[config.mk]
export PLATFORM = sky130hd
export DESIGN_NAME = seven_segment_scanner
export DESIGN_NICKNAME = d
export VERILOG_FILES = /design/src/rtl/seven_segment_scanner.sv
export SDC_FILE = /design/constraint.sdc
export NUM_CORES = 1
export LEC_CHECK = 0
export BUFFER_PORTS_ARGS = -buffer_cell sky130_fd_sc_hd__buf_4
export CAP_MARGIN = 0
export CELL_PAD_IN_SITES_DETAIL_PLACEMENT = 0
export CELL_PAD_IN_SITES_GLOBAL_PLACEMENT = 1
export CORE_UTILIZATION = 42
export CTS_CLUSTER_DIAMETER = 200
export DETAILED_ROUTE_END_ITERATION = 8
export GPL_TIMING_DRIVEN = 0
export PLACE_DENSITY = 0.87
export SETUP_SLACK_MARGIN = 0.2
export SYNTH_ARGS = -nofsm -noshare
export SYNTH_HDL_FRONTEND = slang
export SYNTH_SLANG_ARGS = --single-unit
[constraint.sdc]
create_clock -name Clk -period 4.3 [get_ports Clk]
set_input_delay 0.215 -clock Clk [delete_from_list [all_inputs] [get_ports Clk]]
set_output_delay 0.215 -clock Clk [all_outputs]
set_load 0.03 [all_outputs]
[src/rtl/seven_segment_scanner.sv]
// Multiplexed seven-segment display scanner.
// Drives DigitCount common-anode digits one at a time from a packed hex value.
// It supports per-digit enables, leading-zero suppression and a 16-level
// brightness duty. All inputs are captured once per frame, so a value that
// changes mid-frame is never shown torn across the digits.
module seven_segment_scanner #(
  parameter  int DigitCount = 4,
  parameter  int ScanCycles = 100000,
  localparam int SelW       = $clog2(DigitCount),
  localparam int CntW       = $clog2(ScanCycles)
) (
  input  logic                    Clk,
  input  logic                    Reset,
  input  logic [4*DigitCount-1:0] Value,
  input  logic [DigitCount-1:0]   DpIn,
  input  logic [DigitCount-1:0]   DigitEnable,
  input  logic                    LeadingZeroBlank,
  input  logic [3:0]              Brightness,
  output logic [DigitCount-1:0]   AN,
  output logic [6:0]              Seg,
  output logic                    Dp,
  output logic [SelW-1:0]         Selector,
  output logic                    FrameDone
);

  localparam logic [SelW-1:0] LastSel   = SelW'(DigitCount - 1);
  localparam logic [CntW-1:0] LastDwell = CntW'(ScanCycles - 1);

  logic                    r_running;
  logic [CntW-1:0]         r_dwell;
  logic [SelW-1:0]         r_sel;
  logic                    r_frameDone;
  logic [4*DigitCount-1:0] r_valueQ;
  logic [DigitCount-1:0]   r_dpQ;
  logic [DigitCount-1:0]   r_enQ;
  logic                    r_lzbQ;
  logic [3:0]              r_brightQ;

  logic [3:0]              w_digit;
  logic                    w_dpReq;
  logic                    w_blank;
  logic                    w_allZero;
  logic [CntW+4:0]         w_dwellScaled;
  logic [CntW+4:0]         w_dutyLimit;
  logic                    w_lit;

  // Active-low segment pattern {g,f,e,d,c,b,a} for one hex nibble
  function automatic logic [6:0] hexToSeg(input logic [3:0] nib);
    case (nib)
      4'h0:    hexToSeg = 7'b1000000;
      4'h1:    hexToSeg = 7'b1111001;
      4'h2:    hexToSeg = 7'b0100100;
      4'h3:    hexToSeg = 7'b0110000;
      4'h4:    hexToSeg = 7'b0011001;
      4'h5:    hexToSeg = 7'b0010010;
      4'h6:    hexToSeg = 7'b0000010;
      4'h7:    hexToSeg = 7'b1111000;
      4'h8:    hexToSeg = 7'b0000000;
      4'h9:    hexToSeg = 7'b0010000;
      4'hA:    hexToSeg = 7'b0001000;
      4'hB:    hexToSeg = 7'b0000011;
      4'hC:    hexToSeg = 7'b1000110;
      4'hD:    hexToSeg = 7'b0100001;
      4'hE:    hexToSeg = 7'b0000110;
      default: hexToSeg = 7'b0001110;
    endcase
  endfunction

  // Scan sequencer: the start-up edge arms scanning and takes the first
  // snapshot. After that, the dwell counter steps the digit selector, and
  // each frame wrap reloads the snapshots and pulses FrameDone.
  always_ff @(posedge Clk or negedge Reset) begin
    if (!Reset) begin
      r_running   <= 1'b0;
      r_dwell     <= '0;
      r_sel       <= '0;
      r_frameDone <= 1'b0;
      r_valueQ    <= '0;
      r_dpQ       <= '0;
      r_enQ       <= '0;
      r_lzbQ      <= 1'b0;
      r_brightQ   <= '0;
    end else if (!r_running) begin
      r_running   <= 1'b1;
      r_frameDone <= 1'b0;
      r_valueQ    <= Value;
      r_dpQ       <= DpIn;
      r_enQ       <= DigitEnable;
      r_lzbQ      <= LeadingZeroBlank;
      r_brightQ   <= Brightness;
    end else if (r_dwell == LastDwell) begin
      r_dwell <= '0;
      if (r_sel == LastSel) begin
        r_sel       <= '0;
        r_frameDone <= 1'b1;
        r_valueQ    <= Value;
        r_dpQ       <= DpIn;
        r_enQ       <= DigitEnable;
        r_lzbQ      <= LeadingZeroBlank;
        r_brightQ   <= Brightness;
      end else begin
        r_sel       <= r_sel + 1'b1;
        r_frameDone <= 1'b0;
      end
    end else begin
      r_dwell     <= r_dwell + 1'b1;
      r_frameDone <= 1'b0;
    end
  end

  // Select the current nibble and decide whether the digit is blanked.
  // The loop walks from the top digit down while accumulating "everything
  // from here upward is zero". That flag decides leading-zero suppression
  // for any digit except digit 0.
  always_comb begin
    w_digit   = 4'h0;
    w_dpReq   = 1'b0;
    w_blank   = 1'b1;
    w_allZero = 1'b1;
    for (int k = DigitCount - 1; k >= 0; k--) begin
      w_allZero = w_allZero && (r_valueQ[4*k +: 4] == 4'h0);
      if (r_sel == SelW'(k)) begin
        w_digit = r_valueQ[4*k +: 4];
        w_dpReq = r_dpQ[k];
        w_blank = !r_enQ[k] || (r_lzbQ && (k != 0) && w_allZero);
      end
    end
  end

  // Brightness duty: light the digit while dwell*16 < ScanCycles*(level+1),
  // evaluated wide enough that the full-scale product never truncates
  always_comb begin
    w_dwellScaled = {1'b0, r_dwell, 4'b0000};
    w_dutyLimit   = (CntW+5)'(ScanCycles) * ((CntW+5)'(r_brightQ) + (CntW+5)'(1));
    w_lit         = r_running && !w_blank && (w_dwellScaled < w_dutyLimit);
  end

  // Pin drive: at most one anode low, and everything dark when not lit
  always_comb begin
    AN  = '1;
    Seg = 7'h7F;
    Dp  = 1'b1;
    if (w_lit) begin
      Seg = hexToSeg(w_digit);
      Dp  = !w_dpReq;
      for (int k = 0; k < DigitCount; k++) begin
        if (r_sel == SelW'(k)) begin
          AN[k] = 1'b0;
        end
      end
    end
  end

  assign Selector  = r_sel;
  assign FrameDone = r_frameDone;

endmodule

==> flow_summary.json <==
{
  "run_status": "complete, but fails checks",
  "violations": "setup timing",
  "power.switching_fraction": 0.3838,
  "stdcell_area_mm2": 0.005171,
  "avgRoutedWirePerCell_um": 15.51,
  "floorplan.initialDensity": 0.4334,
  "routed_wl_mm": 9.275,
  "report.final.slew_viol_count": 0,
  "via_count": 3161,
  "internal_power_w": 0.001129,
  "clock_network_fraction_of_design_power": 0.195,
  "post-route-drc-count": 0,
  "whs_ps": 106.8,
  "endpoint_class_of_the_critical_path": "primary output",
  "post_place_setup_slack_ps": -654.3,
  "floorplan.die_area_mm2": 0.009930,
  "grt.met2_usage": 0.3162,
  "postSynthAreaPerCell_um2": 10.09,
  "timing_hold_violations_final": 0,
  "clock_buffers_created_by_tritoncts": 5,
  "hold_crit_class": "in2reg",
  "total_leakage_power_nw": 2.319,
  "synthCells": 397,
  "diodes_inserted": 0,
  "synthesized_flop_and_latch_total": 50,
  "boundaryPins": 46,
  "sequentialPowerShare": 0.325,
  "rrSetupSlack_ps": 2130,
  "drtIter0Drc": 113,
  "ratio_of_cells_with_drive_above_1_in_the_final_layout": 0.3305,
  "cap_violations": 0,
  "worst_setup_path_startpoint": "r_brightQ[0]",
  "number_of_global_route_vias_before_repair": 3129,
  "synthToLayoutAreaGrowth_pct": 29.12,
  "number_of_distinct_standard_cells_referenced_by_the_synthesized_netlist": 60,
  "grt_antenna_before_repair": 0,
  "firstDrtPassIters": 4,
  "grt.met1_usage": 0.2755,
  "final_core_util": 0.5596,
  "placed_area_mm2": 0.004698,
  "yosys_most_used_dff": "sky130_fd_sc_hd__dfrtp_1",
  "nFillCells": 783,
  "critical_path.max_fanout": 10,
  "synth_top_area_share": 0.3124,
  "worstReg2RegEnd": "r_enQ[2]",
  "place_hpwl_mm": 6.947,
  "mappedNetlistArea_mm2": 0.004005,
  "timing.fmax_ghz": 0.2047,
  "placed_cells": 571,
  "use_met3": 0.03303,
  "endpoint": "Seg[1]",
  "critical_path_required_ps": 4090,
  "avgViaCountPerCell": 5.286,
  "final_setup_violation_count": 12,
  "post-route-min-period_ps": 4886,
  "crit_path_start_kind": "register",
  "clock_latency_ps": 320,
  "buffers_from_clock_root_to_sink_at_most": 2,
  "synth.yosys.warnings": 0,
  "area_of_the_core_mm2": 0.009240,
  "path_clk_slew_ps": 90,
  "grt.busiest_layer": "met2",
  "max_slew.worst_pin.slew_ps": 639.3,
  "reported_net_switching_power_w": 0.0007031,
  "num_rows": 35,
  "clock-skew-final_ps": 17.92,
  "worst_ir_drop_vdd_v": 0.0003071,
  "gp_weighted_congestion": 0.8942,
  "fp.dieW_um": 99.65,
  "grt_first_pass_wirelength_mm": 15.39,
  "synth_nets": 485,
  "synth_most_common_cell": "sky130_fd_sc_hd__ha_1",
  "max-slew-margin-rel": 0.5738,
  "grt_usage": 0.1947,
  "power_density_mw_per_mm2": 354.3,
  "finalNetCount": 556,
  "synth_sequential_area_ratio": 0.3124,
  "tritoncts": "done",
  "power.combinational.fraction": 0.479,
  "post_synth_main_area_contributors": "sky130_fd_sc_hd__dfrtp_1 31%, sky130_fd_sc_hd__ha_1 17%, sky130_fd_sc_hd__mux2_4 3.7%, sky130_fd_sc_hd__xnor2_1 3.5%, sky130_fd_sc_hd__xor2_1 3.3%",
  "grt_overflow": 0,
  "clock_sinks": 50,
  "root_buffer": "sky130_fd_sc_hd__clkbuf_8",
  "cts_max_level": 2,
  "timing.final.crit_share": 1.136,
  "finalWorstSetupSlack_ps": -585.6,
  "final_cell_count_no_fill": 598,
  "postRouteAntennaNets": 0,
  "crit-reg2reg-launch": "r_dwell[1]",
  "grt_max_degree": 51,
  "top_cell_types_by_occurrence_after_synthesis": "56 x sky130_fd_sc_hd__ha_1, 50 x sky130_fd_sc_hd__dfrtp_1, 24 x sky130_fd_sc_hd__nor2_1, 23 x sky130_fd_sc_hd__inv_1",
  "postSynth.asyncResetShare": 1.000,
  "synth_largest_area_cell": "sky130_fd_sc_hd__dfrtp_1",
  "unrepaired_setup_endpoints_after_global_routing": "true",
  "die_h_um": 99.65,
  "port_buffers": 45,
  "path_class": "reg2out",
  "r2r_cell_count": 7,
  "cp.arrival_ps": 4670,
  "synth-edff-count": 0
}
layout by cell type (no fill, tap or decap), drive strengths merged, types with 4 or more instances in the layout:
cell and n:
nand3b 6, clkbuf 7, ha 56, nand3 14, xor2 15, mux2i 4, xnor2 16, and3 4
a21oi 14, and2 4, nor3b 5, nor2b 8, nor3 7, nand2 21, a21o 5, dfrtp 50
nor4 4, a211oi 15, nand4 7, mux2 28, nor2 24, buf 75, inv 23, o21ai 23
worst min-delay path by stage:
stage	from	end	slack, ps	cells after the start
2_1_floorplan	Reset	FrameDone	-80	0
3_3_place_gp	Reset	r_valueQ[2]	270	1
3_5_place_dp	Reset	r_valueQ[0]	280	1
5_1_grt	Value[13]	r_valueQ[13]	110	2
6_report	Brightness[1]	r_brightQ[1]	110	3
4_1_cts	Brightness[1]	r_brightQ[1]	110	3
through the flow:
stage,power [W],TNS (ps)
2_1_floorplan,0.001163,-364.6
3_3_place_gp,0.001332,-6689
3_5_place_dp,0.001359,-7283
4_1_cts,0.001813,-6979
5_1_grt,0.001969,-9721
6_report,0.001832,-6835
power groups by stage:
| stage | clock [W] | sequential (W) | combinational, W |
|---|---|---|---|
| detailed placement | 0 | 0.000603 | 0.000756 |
| global route | 0.000382 | 0.000607 | 0.000981 |
| CTS | 0.000365 | 0.000595 | 0.000853 |
| global placement | 0 | 0.000600 | 0.000732 |
| floorplan | 0 | 0.000579 | 0.000584 |
| finish | 0.000358 | 0.000596 | 0.000878 |
layer usage:
metal / vias up / routed length [um]
met5: - / 0
met4: 0 / 61
met3: 6 / 343
met2: 55 / 4410
met1: 1538 / 4460
li1: 1562 / -
cell type report:
type / instances / area, um^2 / share of cell area
Clock buffer: 5 / 68.82 / 0.01331
Inverter: 23 / 90.09 / 0.01742
Multi-Input combinational cell: 310 / 2882 / 0.5572
Timing Repair Buffer: 64 / 544.3 / 0.1053
Sequential cell: 50 / 1255 / 0.2427
Tap cell: 129 / 161.4 / 0.03121
Clock inverter: 3 / 48.80 / 0.009436
Buffer: 14 / 121.4 / 0.02347
kinds of logic after synthesis:
| group | after synthesis | synth area share |
|---|---|---|
| buffers and inverters | 37 | 0.04873 |
| DFF | 50 | 0.3124 |
| other | 2 | 0.001875 |
| AOI/OAI and AO/OA | 80 | 0.1422 |
| xor gates and xnor gates | 31 | 0.06779 |
| muxes | 32 | 0.09810 |
| and+or+nand+nor | 108 | 0.1490 |
| adders and majority gates | 57 | 0.1799 |
flip-flops by register name, summed over array words and instances, names as in the netlist, 2 cells and up:
| register | cells |
|---|---|
| r_dpQ | 4 |
| Selector | 2 |
| r_enQ | 4 |
| r_brightQ | 4 |
| r_dwell | 17 |
| r_valueQ | 16 |
worst max-delay path, cell delays in order, from the launching register on:
cell	delay [ps]
sky130_fd_sc_hd__dfrtp_2	430
sky130_fd_sc_hd__buf_4	150
sky130_fd_sc_hd__clkinvlp_4	110
sky130_fd_sc_hd__ha_4	320
sky130_fd_sc_hd__ha_1	160
sky130_fd_sc_hd__inv_1	50
sky130_fd_sc_hd__fa_1	490
sky130_fd_sc_hd__inv_1	50
sky130_fd_sc_hd__ha_2	190
sky130_fd_sc_hd__a21o_1	180
sky130_fd_sc_hd__a21o_1	190
sky130_fd_sc_hd__and2_1	160
sky130_fd_sc_hd__o21a_1	180
sky130_fd_sc_hd__nor2_2	100
sky130_fd_sc_hd__xor2_1	170
sky130_fd_sc_hd__ha_1	250
sky130_fd_sc_hd__and3_4	160
sky130_fd_sc_hd__a221oi_2	260
sky130_fd_sc_hd__o21ai_1	100
sky130_fd_sc_hd__o2bb2ai_2	210
sky130_fd_sc_hd__buf_12	210
sky130_fd_sc_hd__o21ai_4	60
sky130_fd_sc_hd__buf_6	160
repair_timing:
item                                   4_1_cts  5_1_grt
hold buffers                                 1        0
resized for setup                           36        2
buffers inserted                            14        4
pin swaps                                   14        1
setup endpoints to repair                   12       12
endpoints found under the hold margin       50        0
Note: power is estimated with default switching activity, not from simulation.
